`src/rtl/branch_resolver.sv`:
```
// EX-stage branch resolver: checks the IF prediction, redirects and flushes on a mispredict,
// squashes wrong-path slots and writes the BTB. Statistics counters are enabled by BRU_STATS_EN.

module branch_resolver_chk #(
    parameter int unsigned SQUASH_CYCLES = 2
) (
    input logic        clk,
    input logic        rst,
    input logic        squashing,
    input logic        redirect_valid,
    input logic [31:0] redirect_pc
);
    generate
        if (SQUASH_CYCLES == 0) begin : g_bad_squash_cycles
            $error("branch_resolver: SQUASH_CYCLES must be at least 1");
        end
    endgenerate

    a_pc_zero_when_idle: assert property (@(posedge clk) disable iff (rst)
        (!redirect_valid |-> (redirect_pc == 32'd0)));

    a_no_redirect_in_squash: assert property (@(posedge clk) disable iff (rst)
        (squashing |-> !redirect_valid));
endmodule

module branch_resolver #(
    parameter int unsigned SQUASH_CYCLES = 2,
    parameter int unsigned CNT_W         = 32
) (
    input  logic             clk,
    input  logic             rst,
    input  logic             stall,
    input  logic             ex_valid,
    input  logic             ex_is_branch,
    input  logic             ex_is_jump,
    input  logic [31:0]      ex_pc,
    input  logic             ex_pred_taken,
    input  logic [31:0]      ex_pred_target,
    input  logic             ex_actual_taken,
    input  logic [31:0]      ex_actual_target,
    output logic             update_en,
    output logic [31:0]      pc_update,
    output logic [31:0]      actual_target,
    output logic             actual_taken,
    output logic             redirect_valid,
    output logic [31:0]      redirect_pc,
    output logic             flush_if_id,
    output logic             flush_id_ex,
    output logic [CNT_W-1:0] branch_count,
    output logic [CNT_W-1:0] mispredict_count
);
    localparam int unsigned SQ_W = (SQUASH_CYCLES > 1) ? $clog2(SQUASH_CYCLES) : 1;
    localparam logic [SQ_W-1:0] SQ_LOAD = SQ_W'(SQUASH_CYCLES - 1);
    localparam logic [SQ_W-1:0] SQ_ZERO = {SQ_W{1'b0}};
    localparam logic [SQ_W-1:0] SQ_ONE  = SQ_W'(1'b1);

    typedef enum logic [0:0] {
        ST_IDLE   = 1'b0,
        ST_SQUASH = 1'b1
    } state_t;

    state_t          state_r, state_s;
    logic [SQ_W-1:0] sq_cnt_r, sq_cnt_s;
    logic            done_r, done_s;
    logic            pend_r, pend_s;
    logic            ctl_s, taken_s, mispredict_s;
    logic [31:0]     redirect_pc_s;

    logic            upd_en_r;
    logic [31:0]     pc_update_r;
    logic [31:0]     actual_target_r;
    logic            actual_taken_r;

    // Resolve the EX instruction against its IF-time prediction.
    always_comb begin
        ctl_s         = ex_valid & (ex_is_branch | ex_is_jump) & (state_r == ST_IDLE) & ~done_r;
        taken_s       = ex_is_jump | ex_actual_taken;
        mispredict_s  = 1'b0;
        redirect_pc_s = 32'd0;
        if (ctl_s) begin
            mispredict_s = (taken_s != ex_pred_taken) |
                           (taken_s & ex_pred_taken & (ex_actual_target != ex_pred_target));
        end else begin
            mispredict_s = 1'b0;
        end
        if (mispredict_s) begin
            redirect_pc_s = taken_s ? ex_actual_target : (ex_pc + 32'd4);
        end else begin
            redirect_pc_s = 32'd0;
        end
    end

    assign redirect_valid = mispredict_s;
    assign redirect_pc    = redirect_pc_s;
    assign flush_if_id    = mispredict_s;
    assign flush_id_ex    = mispredict_s;

    // Next-state logic; a mispredict seen under stall is parked in pend until EX moves on.
    always_comb begin
        state_s  = state_r;
        sq_cnt_s = sq_cnt_r;
        done_s   = stall ? (done_r | ctl_s) : 1'b0;
        pend_s   = stall ? (pend_r | mispredict_s) : 1'b0;
        case (state_r)
            ST_IDLE: begin
                if ((mispredict_s | pend_r) & ~stall) begin
                    state_s  = ST_SQUASH;
                    sq_cnt_s = SQ_LOAD;
                end else begin
                    state_s  = ST_IDLE;
                    sq_cnt_s = sq_cnt_r;
                end
            end
            ST_SQUASH: begin
                if (stall) begin
                    state_s  = ST_SQUASH;
                    sq_cnt_s = sq_cnt_r;
                end else if (sq_cnt_r == SQ_ZERO) begin
                    state_s  = ST_IDLE;
                    sq_cnt_s = SQ_ZERO;
                end else begin
                    state_s  = ST_SQUASH;
                    sq_cnt_s = sq_cnt_r - SQ_ONE;
                end
            end
            default: begin
                state_s  = ST_IDLE;
                sq_cnt_s = SQ_ZERO;
            end
        endcase
    end

    // Control state registers.
    always_ff @(posedge clk) begin
        if (rst) begin
            state_r  <= ST_IDLE;
            sq_cnt_r <= SQ_ZERO;
            done_r   <= 1'b0;
            pend_r   <= 1'b0;
        end else begin
            state_r  <= state_s;
            sq_cnt_r <= sq_cnt_s;
            done_r   <= done_s;
            pend_r   <= pend_s;
        end
    end

    // BTB write port: one-cycle strobe after each resolution, data held otherwise.
    always_ff @(posedge clk) begin
        if (rst) begin
            upd_en_r        <= 1'b0;
            pc_update_r     <= 32'd0;
            actual_target_r <= 32'd0;
            actual_taken_r  <= 1'b0;
        end else if (ctl_s) begin
            upd_en_r        <= 1'b1;
            pc_update_r     <= ex_pc;
            actual_target_r <= ex_actual_target;
            actual_taken_r  <= taken_s;
        end else begin
            upd_en_r        <= 1'b0;
            pc_update_r     <= pc_update_r;
            actual_target_r <= actual_target_r;
            actual_taken_r  <= actual_taken_r;
        end
    end

    // A reset landing in the cycle after a resolution must not leak a write to the BTB.
    assign update_en     = upd_en_r & ~rst;
    assign pc_update     = pc_update_r;
    assign actual_target = actual_target_r;
    assign actual_taken  = actual_taken_r;

`ifdef BRU_STATS_EN
    localparam logic [CNT_W-1:0] CNT_MAX = {CNT_W{1'b1}};
    localparam logic [CNT_W-1:0] CNT_ONE = {{(CNT_W-1){1'b0}}, 1'b1};

    logic [CNT_W-1:0] br_cnt_r;
    logic [CNT_W-1:0] mp_cnt_r;

    // Saturating resolution and mispredict counters.
    always_ff @(posedge clk) begin
        if (rst) begin
            br_cnt_r <= {CNT_W{1'b0}};
            mp_cnt_r <= {CNT_W{1'b0}};
        end else begin
            if (ctl_s && (br_cnt_r != CNT_MAX)) begin
                br_cnt_r <= br_cnt_r + CNT_ONE;
            end else begin
                br_cnt_r <= br_cnt_r;
            end
            if (mispredict_s && (mp_cnt_r != CNT_MAX)) begin
                mp_cnt_r <= mp_cnt_r + CNT_ONE;
            end else begin
                mp_cnt_r <= mp_cnt_r;
            end
        end
    end

    assign branch_count     = br_cnt_r;
    assign mispredict_count = mp_cnt_r;
`else
    assign branch_count     = {CNT_W{1'b0}};
    assign mispredict_count = {CNT_W{1'b0}};
`endif

    branch_resolver_chk #(
        .SQUASH_CYCLES (SQUASH_CYCLES)
    ) u_chk (
        .clk            (clk),
        .rst            (rst),
        .squashing      (state_r == ST_SQUASH),
        .redirect_valid (redirect_valid),
        .redirect_pc    (redirect_pc)
    );
endmodule

```
`config.mk`:
```
export PLATFORM = sky130hd
export DESIGN_NAME = branch_resolver
export DESIGN_NICKNAME = d
export VERILOG_FILES = /design/src/rtl/branch_resolver.sv
export SDC_FILE = /design/constraint.sdc
export NUM_CORES = 1
export LEC_CHECK = 0
export ABC_AREA = 1
export BUFFER_PORTS_ARGS = -buffer_cell sky130_fd_sc_hd__buf_2
export CELL_PAD_IN_SITES_DETAIL_PLACEMENT = 0
export CELL_PAD_IN_SITES_GLOBAL_PLACEMENT = 1
export CORE_MARGIN = 2
export CORE_UTILIZATION = 31
export CTS_CLUSTER_SIZE = 40
export DETAILED_ROUTE_END_ITERATION = 10
export PLACE_DENSITY = 0.94
export SLEW_MARGIN = 20
export SYNTH_ARGS = -nofsm -noshare
export SYNTH_HDL_FRONTEND = slang
export SYNTH_SLANG_ARGS = --single-unit
```
`constraint.sdc`:
```
create_clock -name clk -period 5.2 [get_ports clk]
set_input_delay 0.52 -clock clk [delete_from_list [all_inputs] [get_ports clk]]
set_output_delay 0.52 -clock clk [all_outputs]
set_load 0.005 [all_outputs]
```
-- After elaboration in Yosys (flattened, before gate mapping)
Cells that the tools add are included.
- flip-flop bits (word level): 70
- input bits: 104
- output and inout port bits: 165
- $add $sub $neg: 2
- eq/ne operators: 4
- bitwise logic cells: 16
- mux-type cells: 12
- reductions and logical operators: 2
- operators by type and width (kind ; count):
    two-way mux 32 bit ; 2
    adder 32 x 3 -> 32 bit, second input constant ; 1
    != test 32 bit ; 1
    two-way mux 1 bit ; 8
    AND 1 bit ; 7
    OR 1 bit ; 5
    NOT 1 bit ; 4
    one-hot mux 1 bit (2 select lines) ; 2
    != test 2 x 1 -> 1 bit, second input constant ; 1
    != test 2 bit, second input constant ; 1
    AND reduction 2 bit ; 1
    OR reduction 2 bit ; 1
    != test 1 bit ; 1
    subtractor 1 bit, second input constant ; 1

-- Longest topological paths before layout
- depth in word-level cells: 9
- gate-level depth with buffers: 15
- gate-level depth less buffers: 14

-- Least setup slack after synthesis
OpenSTA, ideal clock, no wires.
- kind: input to output
- from: in ex_actual_taken
- to: out redirect_pc[19]
- path buffers: 2
- stages on the path: 11
- path slack: 2645 ps
- arrival: 2035 ps
- cell sequence: nor2_1 -> clkinv_1 -> buf_4 -> ha_1 -> inv_1 -> nand2_1 -> nand2_1 -> inv_1 -> buf_2 -> o21ai_0 -> a21oi_1
- longest elaborated chain between the ends: 6
- ends and longest elaborated chain (element ; RTL line ; RTL):
    from (decl) ; 39 ; input logic ex_actual_taken,
    OR 1 bit * ; 77 ; taken_s = ex_is_jump | ex_actual_taken;
    via taken_s ; 66 ; logic ctl_s, taken_s, mispredict_s;
    AND 1 bit (2 in a row) ; 82 ; (taken_s & ex_pred_taken & (ex_actual_target != ex_pred_target));
    OR 1 bit * ; 81 ; mispredict_s = (taken_s != ex_pred_taken) |
    two-way mux 1 bit * ; 80 ; if (ctl_s) begin
    via flush_id_ex ; 48 ; output logic flush_id_ex,
    two-way mux 32 bit * ; 86 ; if (mispredict_s) begin
    to (decl) ; 46 ; output logic [31:0] redirect_pc,
Mark *: on every way through the listed nets, which the timed path passes. The rest lies on a longest branch.

-- Worst setup path in the final report
- from: in ex_actual_taken
- to: out redirect_pc[15]
- longest elaborated chain between the ends: 6
- ends and longest elaborated chain (element ; RTL line):
    OR 1 bit * ; 77
    AND 1 bit (2 in a row) ; 82
    OR 1 bit ; 81
    two-way mux 1 bit ; 80
    two-way mux 32 bit * ; 86
Mark *: on every way between the ends. The rest lies on a longest branch, timed or not.

==> summary.md <==
| Metric | Value |
|---|---|
| Post-Syn Area | `4610 um2` |
| R2r worst-path depth | `7` |
| Max stage delay on crit path | `0.43 ns` |
| Total global-route track usage | `between 20% and 30%` |
| Core box area | `around 15000 um2` |
| Final Total Pwr | `~1.6 mW` |
| Max Cap Viol | `0` |
| Htree depth | `3` |
| CP Cell Sequence | `buf_2 -> nor2_4 -> buf_4 -> clkinv_1 -> ha_1 -> inv_1 -> nand2_1 -> nand2_1 -> inv_1 -> o21ai_0 -> a21oi_1 -> buf_2` |
| Final worst-path cycle share | `about three fifths` |
| Final GP Congestion | `approximately 0.89` |
| Multi-input logic area | `roughly 2700 um2` |
| Library cells used by synthesis | `34` |
| Main flop type after synthesis | `dfxtp_1` |
| Setup TNS Final | `0 ns` |
| Power per cell area | `approximately 270 nW/um2` |
| FP Rows | `44` |
| Die X | `roughly 130 um` |
| RSZ-0062 raised after global routing | `false` |
| Reg2reg start | `state_r` |
| DRT iter0 DRCs | `roughly 270` |
| NumNets Final | `between 900 and 1000` |
| Sequential area share after synthesis | `between 30 and 40%` |
| Rel. slew slack | `roughly 48%` |
| CP startpoint | `ex_actual_taken` |
| Dpl hpwl | `13200 um` |
| Final Hold Vio Count | `0` |
| Final core occ | `between 40% and 50%` |
| Vias | `approximately 5000` |
| Number of flops mapped to enable cells by yosys | `0` |
| DIE HEIGHT | `126 um` |
| Max Slew Vio Count | `0` |
| CTS max path bufs | `2` |
| Number of CTS-inserted buffers | `9` |
| Post-Place Worst Slack | `a little over 2 ns` |
| CTS tree | `yes` |
| Cells after synthesis | `roughly 710` |
| CP Class | `in2out` |
| Syn avg cell area | `around 6.5 um2` |
| Worst R2R Setup Slack | `2.95 ns` |
| Tightest Pin Transition | `0.778 ns` |
| Fillcell total | `~1600` |
| Setup ws final | `about 2.0 ns` |
| Clk_skew | `~0.0036 ns` |
| Total congestion overflow | `0` |
| Yosys synthesis warning count | `0` |
| Total die area | `15900 um2` |
| Ports | `between 200 and 300` |
| Remaining DRCs | `0` |
| Antenna violation net count after detailed routing | `0` |
| Hold buffer count at CTS | `0` |
| Post-CTS setup buffer count | `0` |
| Initial Utilization | `between 30% and 40%` |
| Clock root buffer | `clkbuf_16` |
| Worst path required time | `roughly 4.7 ns` |
| Minimum clock period | `approximately 3.2 ns` |
| Maximum operating frequency | `about 310 MHz` |
| Share of flip-flops with an asynchronous set or reset | `0%` |
| Worst hold path class | `in2reg` |
| CP endpoint | `redirect_pc[15]` |
| Register bit total from synthesis | `70` |
| Run status | `completed` |
| Vias in the first global route | `between 4000 and 5000` |
| Worst Path Arrival | `between 2 and 3 ns` |
| Worst Path Max Fanout | `41` |
| Reg clk slew, reported paths | `~0.060 ns` |
| Post-CTS sizing | `0` |
| Drt first pass iters | `5` |
| Clk_lat worst skew | `0.34 ns` |
| I/O Buffers | `about 200` |
| Area grow syn2layout | `27.0%` |
| DR WL/cell | `15.6 um` |
| Global-route wire length before repair | `~25000 um` |
| Lkg Pwr | `~3 nW` |
| Worst setup EP type | `output port` |
| Final WL | `approximately 17000 um` |
| Initial antenna violation count | `1` |
| CTS Sinks | `70` |
| Final setup viols | `0` |
| Critical-path top delay cell | `inv_1` |
| Sequential Area | `1400 um2` |
| Share of cells above drive strength 1 | `28.1%` |
| Worst R2R End | `pc_update[26]` |
| Vias per inst | `about 4.6` |
| CP startpoint kind | `input pin` |
| Largest net degree at the start of global routing | `slightly above 70` |
| Hold Crit Start | `ex_pc[0]` |
| Worst VDD drop | `0.179 mV` |
[worst max-delay path, delay by kind of cell]
family	cells	cell delay (ns)
adder cells (fa/ha/maj)	1	0.31
buffers and inverters	6	1.29
AO/OA/AOI/OAI	2	0.35
AND/OR/NAND/NOR	3	0.19
[worst min path at each step]
stage,end,slack [ns],cells after the start
detailed placement,pc_update[22],0.45,2
global route,pc_update[1],0.45,3
floorplan,sq_cnt_r,0.44,2
finish,pc_update[0],0.45,3
CTS,pc_update[1],0.44,3
global placement,pc_update[0],0.44,2
[Yosys cell counts, types with 2 or more instances]
master,n,area (um2)
nand2_4,3,33.8
inv_1,44,165
o21ai_0,20,100
nor2_1,57,214
nand3_2,3,30.0
o21ai_1,2,10.0
ha_1,2,25.0
or2_2,4,25.0
clkbuf_1,19,71.3
a211oi_1,4,30.0
nor2_4,2,22.5
dfxtp_1,70,1400
buf_4,67,503
nor3_2,2,20.0
xor2_1,6,52.6
nand2_2,2,12.5
a21oi_2,2,17.5
xnor2_1,32,280
nand4_1,6,37.5
nor3_1,12,60.1
a21oi_1,88,440
nand2_1,225,845
nand3_1,12,60.1
buf_2,11,55.1
[where the power goes]
| group | switching (mW) | total [mW] | internal [mW] |
|---|---|---|---|
| Sequential | 0.0163 | 0.588 | 0.571 |
| Clock | 0.240 | 0.671 | 0.431 |
| Combinational | 0.212 | 0.340 | 0.128 |
[flip-flops by register name, summed over array words and instances (netlist names)]
register,flops
actual_taken,1
actual_target,32
done_r,1
pc_update,32
pend_r,1
sq_cnt_r,1
state_r,1
upd_en_r,1
[layout by cell type, fill, tap and decap left out, types with 3 or more instances in the layout]
master     instances
conb_1            64
dfxtp_1           70
nand2_4            3
inv_1             43
a211oi_1           4
clkbuf_16          9
xnor2_1           32
buf_2            204
or2_2              4
buf_4              6
xor2_1             6
nor2_4             4
nor2_1            55
a21oi_1           88
nand2_1          225
o21ai_0           20
nand3_2            3
nand3_1           12
nand4_1            6
nor3_1            12
[per-stage QoR]
step	hold slack (ns)	instance area, um2	std cells
2_1_floorplan	0.440	4850	768
3_3_place_gp	0.445	5530	1065
3_5_place_dp	0.450	5530	1065
4_1_cts	0.437	5860	1081
5_1_grt	0.454	5860	1081
6_report	0.451	5860	1082
[routing by layer]
| metal | part of all wire, % | track usage (%) | routed length, um | vias to the layer above |
|---|---|---|---|---|
| li1 | - | - | - | 2475 |
| met1 | 43 | 26.3 | 7210 | 2237 |
| met2 | 47 | 34.3 | 8000 | 243 |
| met3 | 8.3 | 5.48 | 1410 | 20 |
| met4 | 1.4 | 5.95 | 241 | 0 |
| met5 | 0 | 0 | 0 | - |
[area by class of cell]
type | instances | share of cell area [%]
well taps | 184 | 3.93
clock buffers | 10 | 4.08
flip-flops and latches | 70 | 23.9
clock inverters | 6 | 1.45
diodes | 1 | 0.0427
inverters | 46 | 2.95
multi-input cells | 555 | 45.4
repair buffers | 210 | 18.2
[logic make-up after synthesis]
kind of cell	synth area share, %
AND/OR/NAND/NOR	31.3
buffers and inverters	17.4
AO/OA/AOI/OAI	13.1
flip-flops	30.4
XOR/XNOR	7.21
adder cells (fa/ha/maj)	0.542
other	0.0813
(Power assumes the default switching activity.)
